--- config.mk ---
export PLATFORM = sky130hd
export DESIGN_NAME = lsu_store_buffer
export DESIGN_NICKNAME = d
export VERILOG_FILES = /design/src/rtl/lsu_pkg.sv /design/src/rtl/store_lane_align.sv /design/src/rtl/lsu_store_buffer.sv
export SDC_FILE = /design/constraint.sdc
export NUM_CORES = 1
export LEC_CHECK = 0
export CAP_MARGIN = 20
export CORE_UTILIZATION = 37
export CTS_BUF_LIST = sky130_fd_sc_hd__clkbuf_8 sky130_fd_sc_hd__clkbuf_16
export DETAILED_ROUTE_END_ITERATION = 12
export GPL_TIMING_DRIVEN = 1
export MAX_ROUTING_LAYER = met4
export PLACE_DENSITY = 0.66
export SETUP_SLACK_MARGIN = 0.1
export SLEW_MARGIN = 5
export SYNTH_ARGS = -nofsm -noshare
export SYNTH_HDL_FRONTEND = slang
export SYNTH_HIERARCHICAL = 1
export SYNTH_SLANG_ARGS = --single-unit
--- constraint.sdc ---
create_clock -name clk -period 5.96 [get_ports clk]
set_clock_uncertainty 0.1 [all_clocks]
set_input_delay 1.192 -clock clk [delete_from_list [all_inputs] [get_ports clk]]
set_output_delay 1.192 -clock clk [all_outputs]
set_load 0.02 [all_outputs]
--- src/rtl/lsu_pkg.sv ---
// ----------------------------------------------------------------------------
// lsu_pkg
// Shared definitions for the LSU store path: RISC-V store funct3 encodings,
// the byte-enable width and the layout of one buffered store entry.
//
// The entry's word-address field is sized from LSU_AW. LSU_AW is the default
// byte-address width of lsu_store_buffer, and the buffer's AW must not exceed it.
// ----------------------------------------------------------------------------
package lsu_pkg;

    localparam logic [2:0] F3_SB = 3'b000;
    localparam logic [2:0] F3_SH = 3'b001;
    localparam logic [2:0] F3_SW = 3'b010;

    localparam int BE_W   = 4;
    localparam int LSU_AW = 32;

    // One queued store: word address (byte address >> 2), lane-aligned data
    // and the byte enables that select which lanes are written.
    typedef struct packed {
        logic [LSU_AW-3:0] word_addr;
        logic [31:0]       wdata;
        logic [BE_W-1:0]   be;
    } store_entry_t;

endpackage

--- src/rtl/store_lane_align.sv ---
// ----------------------------------------------------------------------------
// store_lane_align
// Combinational store formatter. It replicates the store data across the byte
// lanes, builds the byte-enable mask from the low address bits and flags
// misaligned or unsupported stores.
//
// Ports:
//   i_funct3   store width encoding (SB/SH/SW)
//   i_offset   byte offset inside the word (address bits [1:0])
//   i_data     rs2 value, right-justified
//   o_wdata    data replicated onto the byte lanes
//   o_be       byte enables; bit n enables lane n
//   o_illegal  store is misaligned or funct3 is not a store width
// ----------------------------------------------------------------------------
module store_lane_align
    import lsu_pkg::*;
(
    input  logic [2:0]      i_funct3,
    input  logic [1:0]      i_offset,
    input  logic [31:0]     i_data,
    output logic [31:0]     o_wdata,
    output logic [BE_W-1:0] o_be,
    output logic            o_illegal
);

    // Data is replicated so that whichever lane the enables select already
    // carries the right byte. Memory then needs no shifter of its own.
    always_comb begin
        o_wdata   = '0;
        o_be      = '0;
        o_illegal = 1'b0;
        case (i_funct3)
            F3_SB: begin
                o_wdata = {4{i_data[7:0]}};
                o_be    = 4'b0001 << i_offset;
            end
            F3_SH: begin
                o_wdata   = {2{i_data[15:0]}};
                o_be      = 4'b0011 << i_offset;
                o_illegal = i_offset[0];
            end
            F3_SW: begin
                o_wdata   = i_data;
                o_be      = 4'b1111;
                o_illegal = (i_offset != 2'b00);
            end
            default: begin
                o_illegal = 1'b1;
            end
        endcase
    end

endmodule

--- src/rtl/lsu_store_buffer.sv ---
// ----------------------------------------------------------------------------
// lsu_store_buffer
// Small in-order store FIFO between execute and the data-memory write port.
// Stores are lane-aligned on entry, drained head-first over a req/gnt
// handshake, and exposed to the load path as a word-granular hazard flag.
//
// Ports:
//   clk, rst_n            clock, asynchronous active-low reset
//   st_valid/st_ready     store handshake from execute
//   st_addr/st_funct3     store byte address and width encoding
//   st_data               rs2 value, right-justified
//   st_err                one-cycle pulse after a rejected (illegal) store
//   mem_req/mem_gnt       write request to data memory / acceptance
//   mem_addr/wdata/be     head entry: word-aligned address, lane data, enables
//   ld_addr/ld_hit        load address in / buffered-store word match out
//   empty                 no buffered stores (registered)
// ----------------------------------------------------------------------------
module lsu_store_buffer
    import lsu_pkg::*;
#(
    parameter int DEPTH = 4,
    parameter int AW    = LSU_AW
)
(
    input  logic            clk,
    input  logic            rst_n,
    input  logic            st_valid,
    output logic            st_ready,
    input  logic [AW-1:0]   st_addr,
    input  logic [2:0]      st_funct3,
    input  logic [31:0]     st_data,
    output logic            st_err,
    output logic            mem_req,
    input  logic            mem_gnt,
    output logic [AW-1:0]   mem_addr,
    output logic [31:0]     mem_wdata,
    output logic [BE_W-1:0] mem_be,
    input  logic [AW-1:0]   ld_addr,
    output logic            ld_hit,
    output logic            empty
);

    localparam int         PW         = $clog2(DEPTH);
    localparam logic [PW:0] FULL_COUNT = (PW+1)'(DEPTH);

    logic [PW-1:0]  r_wrPtr;
    logic [PW-1:0]  r_rdPtr;
    logic [PW:0]    r_count;
    logic [DEPTH-1:0] r_valid;
    logic           r_empty;
    logic           r_stErr;
    store_entry_t   r_entries [DEPTH];

    logic [31:0]     w_alignData;
    logic [BE_W-1:0] w_alignBe;
    logic            w_illegal;
    logic            w_handshake;
    logic            w_push;
    logic            w_pop;
    logic [PW:0]     w_countNext;
    store_entry_t    w_pushEntry;
    store_entry_t    w_head;
    logic [LSU_AW-3:0] w_ldWord;
    logic            w_ldHit;
    logic            w_unusedLdLo;

    store_lane_align u_align (
        .i_funct3  (st_funct3),
        .i_offset  (st_addr[1:0]),
        .i_data    (st_data),
        .o_wdata   (w_alignData),
        .o_be      (w_alignBe),
        .o_illegal (w_illegal)
    );

    // Ready depends only on the registered count, so grant never reaches it
    // combinationally; a pop while full frees the slot one cycle later.
    assign st_ready    = (r_count != FULL_COUNT);
    assign w_handshake = st_valid && st_ready;
    assign w_push      = w_handshake && !w_illegal;
    assign mem_req     = (r_count != '0);
    assign w_pop       = mem_req && mem_gnt;

    assign w_pushEntry.word_addr = (LSU_AW-2)'(st_addr[AW-1:2]);
    assign w_pushEntry.wdata     = w_alignData;
    assign w_pushEntry.be        = w_alignBe;

    always_comb begin
        w_countNext = r_count;
        case ({w_push, w_pop})
            2'b10:   w_countNext = r_count + 1'b1;
            2'b01:   w_countNext = r_count - 1'b1;
            default: w_countNext = r_count;
        endcase
    end

    // Pointer, count and valid-bit state. A push and a pop never target the
    // same slot: a pop needs count > 0 and a push needs count < DEPTH.
    always_ff @(posedge clk or negedge rst_n) begin
        if (!rst_n) begin
            r_wrPtr <= '0;
            r_rdPtr <= '0;
            r_count <= '0;
            r_valid <= '0;
            r_empty <= 1'b1;
            r_stErr <= 1'b0;
        end else begin
            if (w_push) begin
                r_valid[r_wrPtr] <= 1'b1;
                r_wrPtr          <= r_wrPtr + 1'b1;
            end
            if (w_pop) begin
                r_valid[r_rdPtr] <= 1'b0;
                r_rdPtr          <= r_rdPtr + 1'b1;
            end
            r_count <= w_countNext;
            r_empty <= (w_countNext == '0);
            r_stErr <= w_handshake && w_illegal;
        end
    end

    // Entry payload needs no reset: valid bits and count gate every use of it.
    always_ff @(posedge clk) begin
        if (w_push) begin
            r_entries[r_wrPtr] <= w_pushEntry;
        end
    end

    // Head fields are forced to zero when nothing is queued, which keeps the
    // port quiet out of reset. They are stable while a request waits for grant.
    assign w_head    = r_entries[r_rdPtr];
    assign mem_addr  = mem_req ? {(AW-2)'(w_head.word_addr), 2'b00} : '0;
    assign mem_wdata = mem_req ? w_head.wdata : '0;
    assign mem_be    = mem_req ? w_head.be    : '0;

    // Word-granular hazard check that ignores byte enables. An entry popped
    // this cycle is still valid here. A store being pushed is not yet valid.
    assign w_ldWord     = (LSU_AW-2)'(ld_addr[AW-1:2]);
    assign w_unusedLdLo = ^ld_addr[1:0];

    always_comb begin
        w_ldHit = 1'b0;
        for (int i = 0; i < DEPTH; i++) begin
            if (r_valid[i] && (r_entries[i].word_addr == w_ldWord)) begin
                w_ldHit = 1'b1;
            end
        end
    end

    assign ld_hit = w_ldHit;
    assign empty  = r_empty;
    assign st_err = r_stErr;

endmodule

==> impl_results.rst, run 1 <==
.. list-table::
   :header-rows: 1

   * - Metric
     - Value
   * - Most common cell after layout, fill and taps aside
     - sky130_fd_sc_hd__edfxtp_1
   * - Area of the core
     - 0.0337 mm2
   * - Slew of the pin with the lowest slew margin
     - 0.934 ns
   * - Synth unique cells
     - 41
   * - WS Path Type
     - input port to output pin
   * - Mean cell area of the mapped netlist
     - 16.9 um2
   * - Die footprint
     - 0.0352 mm2
   * - Remaining Overflow, GRT
     - 0
   * - Data required, critical path
     - 4.67 ns
   * - Fraction of registers with async set or reset after synthesis
     - 0.0469
   * - Gate family responsible for the most delay along the worst path
     - buffers and inverters
   * - Detailed-route wire length
     - 30700 um
   * - CTS tree
     - built
   * - Crit-path slowest cell
     - sky130_fd_sc_hd__clkdlybuf4s50_1
   * - Post-DR vias/cell
     - 5.15
   * - Static Leak
     - 0.00516 uW
   * - Global-route wire length before repair
     - 46100 um
   * - Most repeated library cell on the critical path
     - sky130_fd_sc_hd__nand4_1
   * - Hold violation count in the final report
     - 0
   * - Startpoint kind of the worst setup timing path
     - input port
   * - Worst IR drop on VDD
     - 0.000301 V
   * - Residual DRC
     - 0
   * - Initial antenna violation count
     - 1
   * - Total of cells resized after clock tree synthesis
     - 0
   * - Antenna violation net count after detailed routing
     - 0
   * - Primary flip-flop cell chosen by synthesis mapping
     - sky130_fd_sc_hd__edfxtp_1
   * - CTS clock-pin slew for the worst setup and hold paths
     - 0.06 ns
   * - DIE WIDTH
     - 188 um
   * - Die extent in y
     - 188 um
   * - Nets@finish
     - 1032
   * - Pin count of the biggest net entering global routing
     - 68
   * - Final Critical Period
     - 4.88 ns
   * - Cell Chain, Critical Path
     - clkdlybuf4s50_1 > xnor2_1 > nand4_1 > nor4_1 > nand4_1 > nand4_1 > clkdlybuf4s50_1
   * - Initial Utilization
     - 0.379
   * - Number of endpoints failing setup at the final stage
     - 0
   * - Maximum Capacitance Violations
     - 0
   * - Arrival time of the worst setup path
     - 3.59 ns
   * - CTS buffer count
     - 30
   * - Routability cong.
     - 0.868
   * - Worst-path fanout max
     - 4
   * - Detailed router's first-iteration violation count
     - 575
   * - Layout cell share with drive strength beyond 1
     - 0.143
   * - Routed via count
     - 7152
   * - H-tree depth
     - 1
   * - Fill count
     - 2932
   * - Share of the synthesized area in the top cell type
     - 0.621
   * - Share of the yosys chip area belonging to registers
     - 0.647
   * - Endpoint kind of the worst setup timing path
     - output pin
   * - Crit path buf inv count
     - 2
   * - Count of buffers added by post-CTS timing repair for setup
     - 0
   * - Max transition margin
     - 0.377
   * - Longest Clk Path Bufs
     - 3
   * - Worst setup timing slack at the placement stage
     - 1.10 ns
   * - Number of warnings printed during yosys synthesis
     - 6
   * - Commonest non-fill, non-tap cells in the layout
     - sky130_fd_sc_hd__edfxtp_1, sky130_fd_sc_hd__clkdlybuf4s50_1, sky130_fd_sc_hd__xnor2_1
   * - Highest attainable clock frequency
     - 0.205 GHz
   * - Clock root cell
     - sky130_fd_sc_hd__clkbuf_16
   * - Area contributors post-synth
     - sky130_fd_sc_hd__edfxtp_1, sky130_fd_sc_hd__mux4_2, sky130_fd_sc_hd__xnor2_1
   * - Placed wire-length estimate after detailed placement
     - 20600 um
   * - Fraction of the cycle the final worst path needs
     - 0.819
   * - Synthesized instance count
     - 754
   * - Number of buffers inserted by hold repair at cts
     - 0
   * - IO buf count
     - 171
   * - CP peak stage delay
     - 0.63 ns
   * - Setup repair after global routing missed its margin
     - no
   * - Count of standard-cell rows
     - 67
   * - Post-synthesis sequential element count
     - 277
   * - Number of max-slew violations in the final report
     - 0
   * - Number of global-route vias before repair
     - 7398
   * - TNS Setup
     - 0 ns
   * - Wire length per cell
     - 22.1 um
   * - Relative area change from synthesis to final layout
     - 23.9%
   * - I/O pins
     - 176
   * - First drt pass iteration count
     - 4
   * - Worst min-delay path class
     - flip-flop to flip-flop
   * - Clock latency of the later-clocked register in the worst-skew pair
     - 0.54 ns
   * - Clock net sink count
     - 277
   * - Cell taking the most area after synthesis
     - sky130_fd_sc_hd__edfxtp_1
   * - Run status
     - finished clean
   * - Post-route worst setup slack
     - 1.08 ns
   * - Combined area of all synthesized cells
     - 0.0128 mm2
   * - Power density over cell area
     - 421 mW/mm2
   * - Overall fraction of global-route tracks in use
     - 0.180
   * - EDFF count, synth
     - 264
   * - Design Power
     - 6650 uW
sequential cells by signal, indices dropped and copies added, names as in the netlist:
signal     cells
r_rdPtr        2
r_valid        4
r_wrPtr        2
empty          1
r_count        3
st_err         1
r_entries    264
routing by layer:
layer	global-route usage	share of wire	wire length [um]	up-vias
met5	-	0	0	-
met3	0.0337	0.064	1980	45
met2	0.289	0.48	14800	289
li1	-	-	-	3219
met1	0.236	0.43	13200	3599
met4	0.0413	0.023	697	0
power breakdown:
part / total, uW / leakage, uW / internal (uW) / switching, uW
combinational: 2410 / 0.00210 / 1250 / 1160
clock: 1770 / 0.000490 / 1030 / 745
sequential: 2470 / 0.00257 / 2290 / 180
worst paths after layout:
path | cells past startpoint | to | slack (ns) | from
min in group asynchronous | 1 | r_valid[1] | 0.94 | rst_n
max in group asynchronous | 1 | r_rdPtr[0] | 4.36 | rst_n
setup / recovery | 7 | ld_hit | 1.08 | ld_addr[28]
hold reg to reg | 1 | r_count[2] | 0.41 | r_count[2]
setup reg to reg | 10 | empty | 2.83 | r_count[0]
hold / removal | 1 | r_count[2] | 0.41 | r_count[2]
logic make-up (layout without fill, tap and decap cells):
logic type / Yosys count / in the layout / synth area share
simple gates: 158 / 158 / 0.0784
fa+ha+maj: 10 / 10 / 0.0104
xor+xnor: 125 / 125 / 0.0858
other cells: 1 / 3 / 0.000294
flops: 277 / 277 / 0.647
compound gates: 39 / 39 / 0.0199
buf+inv: 61 / 247 / 0.0282
mux: 83 / 83 / 0.130
synthesized netlist by cell type (2+ instances only):
master	n
sky130_fd_sc_hd__a2bb2oi_1	4
sky130_fd_sc_hd__ha_1	9
sky130_fd_sc_hd__nand2_1	3
sky130_fd_sc_hd__nor2_1	2
sky130_fd_sc_hd__edfxtp_1	264
sky130_fd_sc_hd__nand3b_1	16
sky130_fd_sc_hd__and2_1	79
sky130_fd_sc_hd__o22ai_1	16
sky130_fd_sc_hd__nor4_1	16
sky130_fd_sc_hd__or3_1	2
sky130_fd_sc_hd__nand2b_1	9
sky130_fd_sc_hd__clkbuf_1	27
sky130_fd_sc_hd__buf_4	4
sky130_fd_sc_hd__a21oi_1	10
sky130_fd_sc_hd__buf_1	2
sky130_fd_sc_hd__xor2_1	46
sky130_fd_sc_hd__mux2i_1	17
sky130_fd_sc_hd__o21a_1	4
sky130_fd_sc_hd__buf_6	5
sky130_fd_sc_hd__dfrtp_1	12
sky130_fd_sc_hd__buf_12	4
sky130_fd_sc_hd__xnor2_1	79
sky130_fd_sc_hd__nand4_1	25
sky130_fd_sc_hd__buf_2	10
sky130_fd_sc_hd__mux4_2	66
sky130_fd_sc_hd__inv_1	8
layout make-up:
cell class / instances / area [um2] / area share
diodes: 1 / 2.50 / 0.000158
clock buffers: 31 / 776 / 0.0491
clock inverters: 23 / 175 / 0.0111
inverters: 8 / 30.0 / 0.00190
multi-input cells: 417 / 4150 / 0.263
flip-flops and latches: 277 / 8260 / 0.523
well taps: 448 / 561 / 0.0355
repair buffers: 185 / 1850 / 0.117
stage by stage:
stage / instance area (um2) / cells / util / hold WS [ns]
floorplan: 12800 / 755 / - / 0.364
detailed placement: 14900 / 1335 / 0.441 / 0.399
global route: 15800 / 1390 / 0.469 / 0.430
global placement: 14900 / 1335 / 0.441 / 0.403
CTS: 15800 / 1389 / 0.469 / 0.409
finish: 15800 / 1390 / 0.469 / 0.412
No activity file was read; power rests on OpenSTA's default activity.
==> inputs of run 2 (changes only) <==
Clock period 5.96 ns to 4.6 ns, I/O delays scaled along.
==> run 2 against run 1 <==
Effect of this change: utilization grew 0.19 points; sequential cell count is the same; sequential power grew 28%; via count grew 0.11%; hold slack lost 0.013 ns; setup slack lost 0.71 ns; clock power grew 36%; critical path depth is the same; routed wire length grew 0.78%; die area is the same; power grew 32%; non-clock buffer count grew 2; critical endpoint unchanged.
==> impl_results.rst, run 2 (synthesis results as in run 1) <==
.. list-table::
   :header-rows: 1

   * - Metric
     - Value
   * - Run status
     - finished clean (unchanged)
   * - Die footprint
     - 0.0352 mm2 (unchanged)
   * - Longest Clk Path Bufs
     - 3 (unchanged)
   * - Number of flip-flops under the largest register name
     - 264 (unchanged)
   * - Worst-path fanout max
     - 2 (was 4)
   * - Fraction of power consumed by sequential logic
     - 0.361 (was 0.372)
   * - Die extent in y
     - 188 um (unchanged)
   * - Number of cells in the design after placement
     - 1337 (was 1335)
   * - Commonest non-fill, non-tap cells in the layout
     - sky130_fd_sc_hd__edfxtp_1, sky130_fd_sc_hd__clkdlybuf4s50_1, sky130_fd_sc_hd__xnor2_1 (unchanged)
   * - Initial antenna violation count
     - 1 (unchanged)
   * - CTS clock-pin slew for the worst setup and hold paths
     - 0.06 ns (about the same)
   * - Routability cong.
     - 0.875 (was 0.868)
   * - Switching power total
     - 2720 uW (was 2080 uW)
   * - Layout cell share with drive strength beyond 1
     - 0.144 (was 0.143)
   * - Pin count of the biggest net entering global routing
     - 68 (unchanged)
   * - Relative contribution of combinational cells to total power
     - 0.363 (was 0.362)
   * - Maximum Capacitance Violations
     - 0 (unchanged)
   * - Number of max-slew violations in the final report
     - 0 (unchanged)
   * - Finished Layout Cells
     - 1394 (was 1390)
   * - Fill count
     - 2933 (was 2932)
   * - Design Power
     - 8750 uW (was 6650 uW)
   * - Worst IR drop on VDD
     - 0.000356 V (was 0.000301 V)
   * - Number of global-route vias before repair
     - 7431 (was 7398)
   * - Post-DR vias/cell
     - 5.14 (was 5.15)
   * - Final Critical Period
     - 4.23 ns
   * - Worst setup timing slack at the placement stage
     - 0.378 ns (was 1.10 ns)
   * - Initial Utilization
     - 0.379 (unchanged)
   * - Area taken by multi-input logic gates
     - 0.00415 mm2 (unchanged)
   * - Count of buffers added by post-CTS timing repair for setup
     - 0 (unchanged)
   * - Internal power
     - 6040 uW (was 4570 uW)
   * - Hold violation count in the final report
     - 0 (unchanged)
   * - Remaining Overflow, GRT
     - 0 (unchanged)
   * - Count of standard-cell rows
     - 67 (unchanged)
   * - Startpoint kind of the worst setup timing path
     - input port (unchanged)
   * - Residual DRC
     - 0 (unchanged)
   * - Global-route wire length before repair
     - 46100 um (about the same)
   * - Wire length per cell
     - 22.2 um (was 22.1 um)
   * - Placement Cell Area
     - 0.0149 mm2 (about the same)
   * - Detailed router's first-iteration violation count
     - 603 (was 575)
   * - Relative area change from synthesis to final layout
     - 24.4% (was 23.9%)
   * - Overall fraction of global-route tracks in use
     - 0.180 (about the same)
   * - Most common cell after layout, fill and taps aside
     - sky130_fd_sc_hd__edfxtp_1 (unchanged)
   * - I/O pins
     - 176 (unchanged)
   * - WS Path Type
     - input port to output pin (unchanged)
   * - Worst min-delay path class
     - flip-flop to flip-flop (unchanged)
   * - Setup repair after global routing missed its margin
     - no (unchanged)
   * - First drt pass iteration count
     - 5 (was 4)
   * - CTS tree
     - built (unchanged)
   * - Total of cells resized after clock tree synthesis
     - 0 (unchanged)
   * - Slew of the pin with the lowest slew margin
     - 0.785 ns (was 0.934 ns)
   * - Share of total power consumed by net switching
     - 0.310 (was 0.313)
   * - Finished Cell Area
     - 0.0159 mm2 (was 0.0158 mm2)
   * - Fraction of the cycle the final worst path needs
     - 0.919
   * - Clock root cell
     - sky130_fd_sc_hd__clkbuf_16 (unchanged)
   * - Number of buffers inserted by hold repair at cts
     - 0 (unchanged)
   * - Area of the core
     - 0.0337 mm2 (unchanged)
   * - Static Leak
     - 0.00517 uW (was 0.00516 uW)
   * - Power density over cell area
     - 552 mW/mm2 (was 421 mW/mm2)
   * - IO buf count
     - 171 (unchanged)
   * - Antenna violation net count after detailed routing
     - 0 (unchanged)
   * - Clock latency of the later-clocked register in the worst-skew pair
     - 0.55 ns (was 0.54 ns)
   * - Nets@finish
     - 1034 (was 1032)
   * - Placed wire-length estimate after detailed placement
     - 20800 um (was 20600 um)
   * - Clock net sink count
     - 277 (unchanged)
   * - Arrival time of the worst setup path
     - 3.21 ns (was 3.59 ns)
   * - Footprint of the flip-flops and latches
     - 0.00826 mm2 (unchanged)
   * - Routed via count
     - 7160 (was 7152)
   * - Endpoint kind of the worst setup timing path
     - output pin (unchanged)
   * - Register with the most flip-flops
     - r_entries (unchanged)
   * - DIE WIDTH
     - 188 um (unchanged)
   * - TNS Setup
     - 0 ns (unchanged)
   * - Data required, critical path
     - 3.58 ns (was 4.67 ns)
   * - Highest attainable clock frequency
     - 0.237 GHz
   * - CTS buffer count
     - 30 (unchanged)
   * - Post-route worst setup slack
     - 0.372 ns (was 1.08 ns)
   * - Leading registers by flop count
     - r_entries x264, r_valid x4, r_count x3 (unchanged)
   * - Detailed-route wire length
     - 30900 um (was 30700 um)
   * - Number of endpoints failing setup at the final stage
     - 0 (unchanged)
   * - Clock network power share
     - 0.275 (was 0.267)
   * - Max transition margin
     - 0.477 (was 0.377)
   * - H-tree depth
     - 1 (unchanged)
## run 2: worst max-delay path: stages
cell and delay [ns]:
sky130_fd_sc_hd__clkdlybuf4s50_1 0.44, sky130_fd_sc_hd__xnor2_1 0.32, sky130_fd_sc_hd__nand4_1 0.24, sky130_fd_sc_hd__nor4_1 0.34, sky130_fd_sc_hd__nand4_1 0.14, sky130_fd_sc_hd__nand4_1 0.17
sky130_fd_sc_hd__clkdlybuf4s50_1 0.62
## run 2: routing by layer
metal  GRT usage  wire [um]  up-vias
li1            -          -     3227
met1       0.236      13300     3607
met2       0.292      14900      274
met3      0.0294       1970       52
met4      0.0453        739        0
met5           -          0        -
## run 2: final timing paths
check,start,endpoint,slack (ns),cells after the start
min in group asynchronous,rst_n,st_err,0.66,1
max reg2reg,r_count[0],empty,1.66,9
min,r_count[2],r_count[2],0.40,1
max,ld_addr[12],ld_hit,0.37,7
min reg2reg,r_count[2],r_count[2],0.40,1
max in group asynchronous,rst_n,r_rdPtr[0],3.28,1
## run 2: area by class of cell
| type | instances | share of cell area |
|---|---|---|
| Sequential cell | 277 | 0.521 |
| Multi-Input combinational cell | 417 | 0.262 |
| Timing Repair Buffer | 187 | 0.117 |
| Clock buffer | 31 | 0.0489 |
| Tap cell | 448 | 0.0353 |
| Clock inverter | 25 | 0.0141 |
| Inverter | 8 | 0.00189 |
| Antenna cell | 1 | 0.000158 |
## run 2: through the flow
step / util / hold slack (ns)
2_1_floorplan: - / 0.364
3_5_place_dp: 0.441 / 0.389
6_report: 0.471 / 0.399
4_1_cts: 0.471 / 0.399
5_1_grt: 0.471 / 0.421
3_3_place_gp: 0.441 / 0.383
## run 2: power by group through the flow
stage | Clock (uW) | Sequential [uW] | Combinational [uW]
final | 2410 | 3160 | 3180
after global routing | 2550 | 3190 | 3400
after CTS | 2450 | 3170 | 3250
after detailed placement | 0 | 3220 | 3230
after global placement | 0 | 3210 | 3220
after floorplan | 0 | 3090 | 2050
